## src/rtl/if_fetch_stage_pkg.sv

```systemverilog
// -----------------------------------------------------------------------------
// if_fetch_stage_pkg
//   Shared constants and helpers for the instruction-fetch stage and its
//   IF/ID pipeline register.
//   - DEFAULT_RESET_PC : PC value loaded on reset (default parameter value)
//   - NOP_INSTR_WORD   : sll $0,$0,0, injected into IF/ID as a bubble
//   - ST_BOOT / ST_RUN : fetch FSM state encodings
//   - PC_INC           : constant operand fed to the external PC adder
//   - align_pc / is_misaligned : word-alignment helpers for redirect targets
// -----------------------------------------------------------------------------
package if_fetch_stage_pkg;

    localparam logic [31:0] DEFAULT_RESET_PC = 32'h0000_0000;
    localparam logic [31:0] NOP_INSTR_WORD   = 32'h0000_0000;
    localparam logic [31:0] PC_INC           = 32'd4;

    localparam logic [0:0]  ST_BOOT = 1'b0;
    localparam logic [0:0]  ST_RUN  = 1'b1;

    // Clear the byte-offset bits so the PC always points at a word.
    function automatic logic [31:0] align_pc(input logic [31:0] addr);
        return {addr[31:2], 2'b00};
    endfunction

    // True when an address is not word aligned.
    function automatic logic is_misaligned(input logic [31:0] addr);
        return (addr[1:0] != 2'b00);
    endfunction

endpackage

```

## src/rtl/if_fetch_stage_if_id_reg.sv

```systemverilog
// -----------------------------------------------------------------------------
// if_id_reg
//   IF/ID pipeline register with hold and flush. Priority: reset > flush >
//   hold > load. A flush injects NOP_INSTR with valid cleared; a hold keeps
//   every field exactly as it is. The same shape is reused for later stages.
//   Ports:
//     clk, reset          clock, synchronous active-high reset
//     hold                keep current contents
//     flush               replace contents with a bubble
//     instr_in, pc_plus4_in, valid_in   next contents
//     instr, pc_plus4, valid            registered contents
// -----------------------------------------------------------------------------
module if_id_reg
    import if_fetch_stage_pkg::*;
#(
    parameter logic [31:0] NOP_INSTR = NOP_INSTR_WORD
) (
    input  logic        clk,
    input  logic        reset,
    input  logic        hold,
    input  logic        flush,
    input  logic [31:0] instr_in,
    input  logic [31:0] pc_plus4_in,
    input  logic        valid_in,
    output logic [31:0] instr,
    output logic [31:0] pc_plus4,
    output logic        valid
);

    // Pipeline register update: flush wins over hold so a squashed
    // wrong-path instruction never survives a stall.
    always_ff @(posedge clk) begin
        if (reset) begin
            instr    <= NOP_INSTR;
            pc_plus4 <= 32'h0000_0000;
            valid    <= 1'b0;
        end else if (flush) begin
            instr    <= NOP_INSTR;
            pc_plus4 <= pc_plus4;
            valid    <= 1'b0;
        end else if (hold) begin
            instr    <= instr;
            pc_plus4 <= pc_plus4;
            valid    <= valid;
        end else begin
            instr    <= instr_in;
            pc_plus4 <= pc_plus4_in;
            valid    <= valid_in;
        end
    end

endmodule

```

## src/rtl/if_fetch_stage.sv

```systemverilog
// -----------------------------------------------------------------------------
// if_fetch_stage
//   Instruction-fetch stage of the 5-stage MIPS pipeline. Holds the PC,
//   selects the next PC (jump > branch > stall hold > PC+4) and captures the
//   IF/ID register consumed by decode.
//   Optional feature macro: PC_ALIGN_CHECK_EN
//     defined   : misaligned redirect targets are word-aligned and set the
//                 sticky misalign_err flag
//     undefined : targets are loaded unmodified, misalign_err tied low
//   Ports:
//     clk, reset                      clock, synchronous active-high reset
//     stall, flush                    hazard-unit controls
//     branch_taken, branch_target     ID-resolved branch redirect
//     jump, jump_target               j/jal redirect
//     pc_plus4_in                     external adder result (pc_out + pc_inc)
//     imem_instr                      instruction read at pc_out
//     pc_out, pc_inc                  imem address / adder operands
//     ifid_instr, ifid_pc_plus4, ifid_valid   IF/ID register
//     misalign_err                    sticky misaligned-redirect flag
// -----------------------------------------------------------------------------
module if_fetch_stage
    import if_fetch_stage_pkg::*;
#(
    parameter logic [31:0] RESET_PC  = DEFAULT_RESET_PC,
    parameter logic [31:0] NOP_INSTR = NOP_INSTR_WORD
) (
    input  logic        clk,
    input  logic        reset,
    input  logic        stall,
    input  logic        flush,
    input  logic        branch_taken,
    input  logic [31:0] branch_target,
    input  logic        jump,
    input  logic [31:0] jump_target,
    input  logic [31:0] pc_plus4_in,
    input  logic [31:0] imem_instr,
    output logic [31:0] pc_out,
    output logic [31:0] pc_inc,
    output logic [31:0] ifid_instr,
    output logic [31:0] ifid_pc_plus4,
    output logic        ifid_valid,
    output logic        misalign_err
);

    logic [31:0] pc_r;
    logic [0:0]  state_r;
    logic        redirect_s;
    logic [31:0] target_s;
    logic [31:0] target_load_s;
    logic [31:0] next_pc_s;
    logic        flush_ifid_s;
    logic        ifid_valid_s;

    assign redirect_s   = jump | branch_taken;
    // A redirect always leaves one bubble behind it in IF/ID.
    assign flush_ifid_s = redirect_s | flush;

    // Redirect target select: jump beats branch when both fire.
    always_comb begin
        target_s = branch_target;
        if (jump) begin
            target_s = jump_target;
        end else begin
            target_s = branch_target;
        end
    end

`ifdef PC_ALIGN_CHECK_EN
    logic misalign_r;

    assign target_load_s = align_pc(target_s);

    // Sticky misaligned-redirect flag, cleared only by reset.
    always_ff @(posedge clk) begin
        if (reset) begin
            misalign_r <= 1'b0;
        end else if (redirect_s && is_misaligned(target_s)) begin
            misalign_r <= 1'b1;
        end else begin
            misalign_r <= misalign_r;
        end
    end

    assign misalign_err = misalign_r;
`else
    assign target_load_s = target_s;
    assign misalign_err  = 1'b0;
`endif

    // Next-PC select: a redirect loads even while stalled.
    always_comb begin
        next_pc_s = pc_plus4_in;
        if (redirect_s) begin
            next_pc_s = target_load_s;
        end else if (stall) begin
            next_pc_s = pc_r;
        end else begin
            next_pc_s = pc_plus4_in;
        end
    end

    // PC register.
    always_ff @(posedge clk) begin
        if (reset) begin
            pc_r <= RESET_PC;
        end else begin
            pc_r <= next_pc_s;
        end
    end

    // Fetch FSM: one BOOT cycle after reset, then RUN until the next reset.
    always_ff @(posedge clk) begin
        if (reset) begin
            state_r <= ST_BOOT;
        end else begin
            case (state_r)
                ST_BOOT: state_r <= ST_RUN;
                ST_RUN:  state_r <= ST_RUN;
                default: state_r <= ST_BOOT;
            endcase
        end
    end

    if_id_reg #(
        .NOP_INSTR (NOP_INSTR)
    ) u_if_id (
        .clk         (clk),
        .reset       (reset),
        .hold        (stall),
        .flush       (flush_ifid_s),
        .instr_in    (imem_instr),
        .pc_plus4_in (pc_plus4_in),
        .valid_in    (1'b1),
        .instr       (ifid_instr),
        .pc_plus4    (ifid_pc_plus4),
        .valid       (ifid_valid_s)
    );

    assign pc_out     = pc_r;
    assign pc_inc     = PC_INC;
    // Nothing decoded is real until the boot cycle has passed.
    assign ifid_valid = ifid_valid_s & (state_r == ST_RUN);

endmodule

```

## config.mk

```make
export PLATFORM = sky130hd
export DESIGN_NAME = if_fetch_stage
export DESIGN_NICKNAME = d
export VERILOG_FILES = /design/src/rtl/if_fetch_stage_pkg.sv /design/src/rtl/if_fetch_stage_if_id_reg.sv /design/src/rtl/if_fetch_stage.sv
export SDC_FILE = /design/constraint.sdc
export NUM_CORES = 1
export LEC_CHECK = 0
export ABC_CLOCK_PERIOD_IN_PS = 1900
export CORE_AREA = 4 4 101 103
export CTS_CLUSTER_SIZE = 10
export DETAILED_ROUTE_END_ITERATION = 8
export DIE_AREA = 0 0 105 107
export DONT_BUFFER_PORTS = 1
export GPL_TIMING_DRIVEN = 1
export PLACE_DENSITY_LB_ADDON = 0.1
export SETUP_SLACK_MARGIN = 0.02
export SLEW_MARGIN = 10
export SYNTH_ARGS = -nofsm -noshare
export SYNTH_HDL_FRONTEND = slang
export SYNTH_SLANG_ARGS = --single-unit
```

## constraint.sdc

```tcl
create_clock -name clk -period 1.9 [get_ports clk]
set_input_delay 0.38 -clock clk [delete_from_list [all_inputs] [get_ports clk]]
set_output_delay 0.38 -clock clk [all_outputs]
set_load 0.005 [all_outputs]
```

==> key figures, run 1 <==
Worst setup path
  • WP data arrival: between 800 and 900 ps
  • Max incr delay on CP: between 300 and 400 ps
  • Critical path launch point type: flip-flop
  • Crit. End Element: output pin
  • CP Buf/Inv Count: 0
  • Slowest library cell on the worst path: dfxtp_1
  • Worst Path Max Fanout: 2
  • CP top delay family: flip-flops
  • Cell Chain, Critical Path: and2_1
  • Setup CP Type: reg -> out
  • Req. time, crit path: approximately 1500 ps

Floorplanning
  • Chip width: ~110 um
  • CORE AREA: roughly 9200 um^2
  • Die ar.: 11240 um^2
  • FP Rows: 35
  • Initial Util: between 40% and 50%
  • Top-Level Pins: roughly 260
  • Height of the die: about 110 um

Synthesis
  • Synth cell types: 18
  • Area leader, netlist: dfxtp_1
  • Ys Warns: 0
  • Yosys top cell area share: around 45%
  • Mapped Cells: 504
  • Avg Cell Area, Syn: between 8 and 9 um^2
  • Flops & latches, synth: 98
  • Top cells by area, synth: dfxtp_1 (45%), nand2_1 (8.5%), mux2i_1 (7.4%)
  • Post-synthesis cell area: between 4000 and 5000 um^2
  • Seq/Total Area, Yosys: 45.24%

Final layout
  • Syn-to-layout area delta: 2.654%
  • Nets: approximately 610
  • Fillcell total: 904
  • Util after Layout: between 40 and 50%
  • N_diodes: 0
  • Register area: ~2000 um^2
  • Multi-input gate area: 2061 um^2
  • Layout cells sized above 1: under 10%

Drt
  • Antenna Violating Nets Remaining: 0
  • Vias: ~3400
  • Drt first pass iters: 4
  • WL final: 11990 um
  • Drt drc: 0
  • Detailed Route Iter0 Violations: 109
  • Post-DR wirelength/cell: approximately 20 um
  • Post-DR vias/cell: between 5 and 6

Timing
  • Fmax: 814.7 MHz
  • Unrepaired setup endpoints after global routing: false
  • Setup TNS: 0 ps
  • Hold slack: ~84 ps
  • Final Critical Period: approximately 1200 ps
  • Final period utilization: roughly 65%
  • Clk_skew: 0 ps
  • Setup violators final: 0
  • Hold Fails Final Rpt: 0
  • Fin. max-slew vios: 0

CTS
  • CTS hold repair buffers: 0
  • Number of buffers created by CTS: 9
  • Clk_lat worst skew: ~350 ps
  • CTS Buffer Depth: 2
  • Clock sink total: 98
  • CTS tree: yes
  • CTS resizes: 0
  • H-tree depth: 3
  • Clk slew on worst S/H paths: 110 ps
  • Clk root buf: clkbuf_8
  • Post-CTS setup buffers: 0

Placed design
  • Buffers on Ports: 0
  • Routability cong.: between 0.7 and 0.8
  • HPWL Detailed: just under 9000 um

Worst hold path
  • Worst hold-check path type: in -> reg

Pwr
  • Power Density: 879.2 nW/um^2
  • Leak: 0.001909 uW
  • VDD IR-drop max: 0.3965 mV

Global routing
  • Gr ovfl total: 0
  • Initial antenna violation count: 0
  • Vias in the first global route: about 3200
  • Pin count of the biggest net entering global routing: 69
  • Global-route wire length before repair: 17740 um
  • Tot GR Track Use: between 10% and 20%

Run status
  • Status: finished, final reports clean

Run
  • Max-Cap Viols: 0
[per-layer routing]
layer  part of all wire [%]  GRT usage, %  wire length (um)  up-vias
li1                       -             -                 -     1599
met1                     36         21.26              4300     1568
met5                      0             0                 0        -
met4                    1.0         5.155               121        0
met3                     12         8.669              1399        9
met2                     51         35.70              6169      177
[kinds of logic after synthesis]
| logic type | share of synthesized area (%) |
|---|---|
| buf+inv | 10.13 |
| other cells | 0.1732 |
| flops | 45.24 |
| compound gates | 16.73 |
| simple gates | 20.34 |
| mux | 7.386 |
[cell usage in the layout, fill, tap and decap left out]
cell / instances
dfxtp_1: 98
o211a_1: 32
inv_8: 2
nor3_1: 32
inv_1: 2
nor2_1: 34
conb_1: 33
inv_6: 2
bufinv_16: 1
nor4_4: 1
nor2b_1: 32
a21oi_1: 33
and2_1: 1
clkbuf_8: 9
buf_12: 1
or4_1: 1
clkinv_8: 1
buf_4: 6
mux2i_1: 32
nand2_1: 98
clkinvlp_4: 1
o31ai_1: 32
[power by group]
| group | switching (uW) | internal, uW | total [uW] | leakage (uW) |
|---|---|---|---|---|
| Sequential | 63.7 | 2130 | 2190 | 0.000800 |
| Combinational | 130 | 142 | 272 | 0.00100 |
| Clock | 802 | 648 | 1450 | 0.000107 |
[cell type report]
cell class                 instances  area share, %
clock buffer                       9          2.782
timing repair buffer               7          1.461
sequential                        98          44.07
clock inverter                     7          2.108
inverter                           2         0.1686
tap                              111          3.120
multi-input combinational        361          46.29
[worst paths after layout]
path,startpoint,to,slack [ps],cells past startpoint
setup reg to reg,pc_out[14],pc_out[14],1210,1
hold / removal,reset,u_if_id.pc_plus4[1],80,1
setup / recovery,u_if_id.valid,ifid_valid,670,1
hold reg to reg,u_if_id.valid,u_if_id.valid,450,2
[Yosys cell counts, drive strengths merged]
library cell and count:
or4 1, o31ai 32, nor4 1, conb 2, nor2b 32, and2 1, buf 52, nor2 34
nand2 98, mux2i 32, inv 2, o211a 32, a21oi 33, clkbuf 22, nor3 32, dfxtp 98
[stage by stage]
step / setup slack (ps) / power, uW / area, um^2 / std cells
4_1_cts: 642.7 / 3958 / 4452 / 595
3_5_place_dp: 467.3 / 2514 / 4234 / 579
3_3_place_gp: 494.7 / 2502 / 4234 / 579
6_report: 672.5 / 3914 / 4452 / 595
5_1_grt: 604.0 / 4082 / 4452 / 595
2_1_floorplan: 476.0 / 2563 / 4453 / 535
[flip-flops by register name, indices dropped and copies added (netlist names)]
signal / flops
state_r: 1
u_if_id.instr: 32
u_if_id.pc_plus4: 32
pc_out: 32
u_if_id.valid: 1
Note: power is estimated with default switching activity, not from simulation.
==> run 2, diff against run 1 <==
--- a/config.mk
+++ b/config.mk
@@ -5,7 +5,7 @@
 export SDC_FILE = /design/constraint.sdc
 export NUM_CORES = 1
 export LEC_CHECK = 0
-export ABC_CLOCK_PERIOD_IN_PS = 1900
+export ABC_CLOCK_PERIOD_IN_PS = 1000
 export CORE_AREA = 4 4 101 103
 export CTS_CLUSTER_SIZE = 10
 export DETAILED_ROUTE_END_ITERATION = 8
==> constraint.sdc (replaced) <==
create_clock -name clk -period 1 [get_ports clk]
set_input_delay 0.2 -clock clk [delete_from_list [all_inputs] [get_ports clk]]
set_output_delay 0.2 -clock clk [all_outputs]
set_load 0.005 [all_outputs]
==> key figures, run 2 (synthesis gave the netlist of run 1 again) <==
Worst setup path
  • WP data arrival: 830 ps (was 850 ps)
  • Worst Path Max Fanout: 2 (unchanged)
  • Slowest library cell on the worst path: dfxtp_2 (was dfxtp_1)
  • Cell Chain, Critical Path: and2_4 (was and2_1)
  • Crit. End Element: output pin (unchanged)
  • CP Buf/Inv Count: 0 (unchanged)
  • Reg2reg path depth: 1 (unchanged)
  • Critical path launch point type: flip-flop (unchanged)
  • CP top delay family: flip-flops (unchanged)
  • WP depth: 1 (unchanged)
  • Req. time, crit path: 800 ps (was 1520 ps)
  • Max incr delay on CP: 340 ps (about the same)
  • Setup CP Type: reg -> out (unchanged)

Final layout
  • Nets: 646 (was 613)
  • N_diodes: 0 (unchanged)
  • Fillcell total: 857 (was 904)
  • Syn-to-layout area delta: 11.94% (was 2.654%)
  • Final instance area: 4855 um^2 (was 4452 um^2)
  • Most common cell after layout, fill and taps aside: nand2_1
  • Register area: 2012 um^2 (was 1962 um^2)
  • Layout cells sized above 1: 13.15% (was 4.959%)
  • Most frequent cells in the layout: nand2_1 (97), dfxtp_1 (58), dfxtp_2 (40) (was nand2_1 (98), dfxtp_1 (98), nor2_1 (34))
  • Multi-input gate area: 2072 um^2 (was 2061 um^2)

Timing
  • Fin. max-slew vios: 0 (unchanged)
  • Final Critical Period: between 1000 and 1500 ps
  • Setup violators final: 1 (was 0)
  • Hold slack: -114.0 ps (was 84.27 ps)
  • Hold Fails Final Rpt: 32 (was 0)
  • Unrepaired setup endpoints after global routing: true (was false)
  • Clk_skew: 0 ps (unchanged)
  • Final period utilization: 103.1%
  • Post-route setup slack: -31.20 ps (was 672.5 ps)
  • Fmax: 969.7 MHz

Placed design
  • Place WS: -255.9 ps (was 467.3 ps)
  • Routability cong.: 0.7683 (was 0.7872)
  • Placed inst area: 4280 um^2 (was 4234 um^2)
  • HPWL Detailed: 8442 um (was 8657 um)
  • Buffers on Ports: 0 (unchanged)

Drt
  • Drt drc: 0 (unchanged)
  • Post-DR vias/cell: 5.475 (was 5.635)
  • WL final: 12220 um (was 11990 um)
  • Antenna Violating Nets Remaining: 0 (unchanged)
  • Detailed Route Iter0 Violations: 111 (was 109)
  • Post-DR wirelength/cell: 19.46 um (was 20.15 um)
  • Vias: 3438 (was 3353)
  • Drt first pass iters: 5 (was 4)

Global routing
  • Vias in the first global route: 3435 (was 3190)
  • Gr ovfl total: 0 (unchanged)
  • Global-route wire length before repair: 18620 um (was 17740 um)
  • Pin count of the biggest net entering global routing: 69 (unchanged)
  • Initial antenna violation count: 0 (unchanged)
  • Tot GR Track Use: 20.84% (was 19.84%)

Pwr
  • Leak: 0.002072 uW (was 0.001909 uW)
  • Power Density: 1502 nW/um^2 (was 879.2 nW/um^2)
  • VDD IR-drop max: 0.7705 mV (was 0.3965 mV)
  • Total power: 7293 uW (was 3914 uW)

Run status
  • Failing checks: hold timing, setup timing
  • Status: finished with violations (was finished, final reports clean)

Worst hold path
  • Worst hold-check path type: in -> reg (unchanged)
  • Hold Crit Depth: 1 (unchanged)

Run
  • Max-Cap Viols: 0 (unchanged)

CTS
  • CTS Buffer Depth: 2 (unchanged)
  • Clock sink total: 98 (unchanged)
  • Clk slew on worst S/H paths: 110 ps (about the same)
  • Number of buffers created by CTS: 9 (unchanged)
  • Clk root buf: clkbuf_8 (unchanged)
  • CTS tree: yes (unchanged)
  • Clk_lat worst skew: 350 ps (about the same)
  • H-tree depth: 3 (unchanged)

Floorplanning
  • Initial Util: 47.16% (unchanged)
  • FP Rows: 35 (unchanged)
  • Height of the die: 107 um (unchanged)
  • CORE AREA: 9196 um^2 (unchanged)
  • Chip width: 105 um (unchanged)
  • Die ar.: 11240 um^2 (unchanged)
  • Top-Level Pins: 264 (unchanged)
==> run 2: final cells by class <==
type                       count  area share (%)
clock inverter                 7           1.392
multi-input combinational    361           42.68
inverter                       2          0.1546
clock buffer                   9           2.552
sequential                    98           41.44
timing repair buffer          40           8.918
tap                          111           2.861
==> run 2: repair_timing <==
action	in CTS	in global routing
resized for setup	5	36
setup buffers	0	0
setup endpoints to repair	3	37
endpoints found under the hold margin	65	33
hold buffers	32	1
==> run 2: per-stage QoR <==
step | instances | setup TNS, ps | util, %
detailed placement | 579 | -7761 | 46.54
CTS | 627 | -56.60 | 52.19
floorplan | 535 | -6709 | -
finish | 628 | -31.20 | 52.79
global placement | 579 | -7669 | 46.54
global route | 628 | -76.26 | 52.79
==> run 2: final timing paths <==
kind	startpoint	slack, ps	to
max	u_if_id.valid	-30	ifid_valid
min	reset	-110	u_if_id.pc_plus4[14]
max reg2reg	pc_out[2]	310	pc_out[2]
min reg2reg	u_if_id.valid	450	u_if_id.valid
==> run 2: power by group <==
group | total (uW) | internal, uW | switching [uW]
combinational | 637 | 370 | 267
clock | 2490 | 980 | 1510
sequential | 4170 | 4050 | 120
==> run 2: routing by layer <==
layer  global-route usage (%)  vias to the layer above  wire length [um]
li1                         -                     1667                 -
met1                    23.02                     1586              4518
met2                    36.85                      173              6212
met3                    8.308                       12              1325
met4                    6.279                        0               167
met5                        0                        -                 0
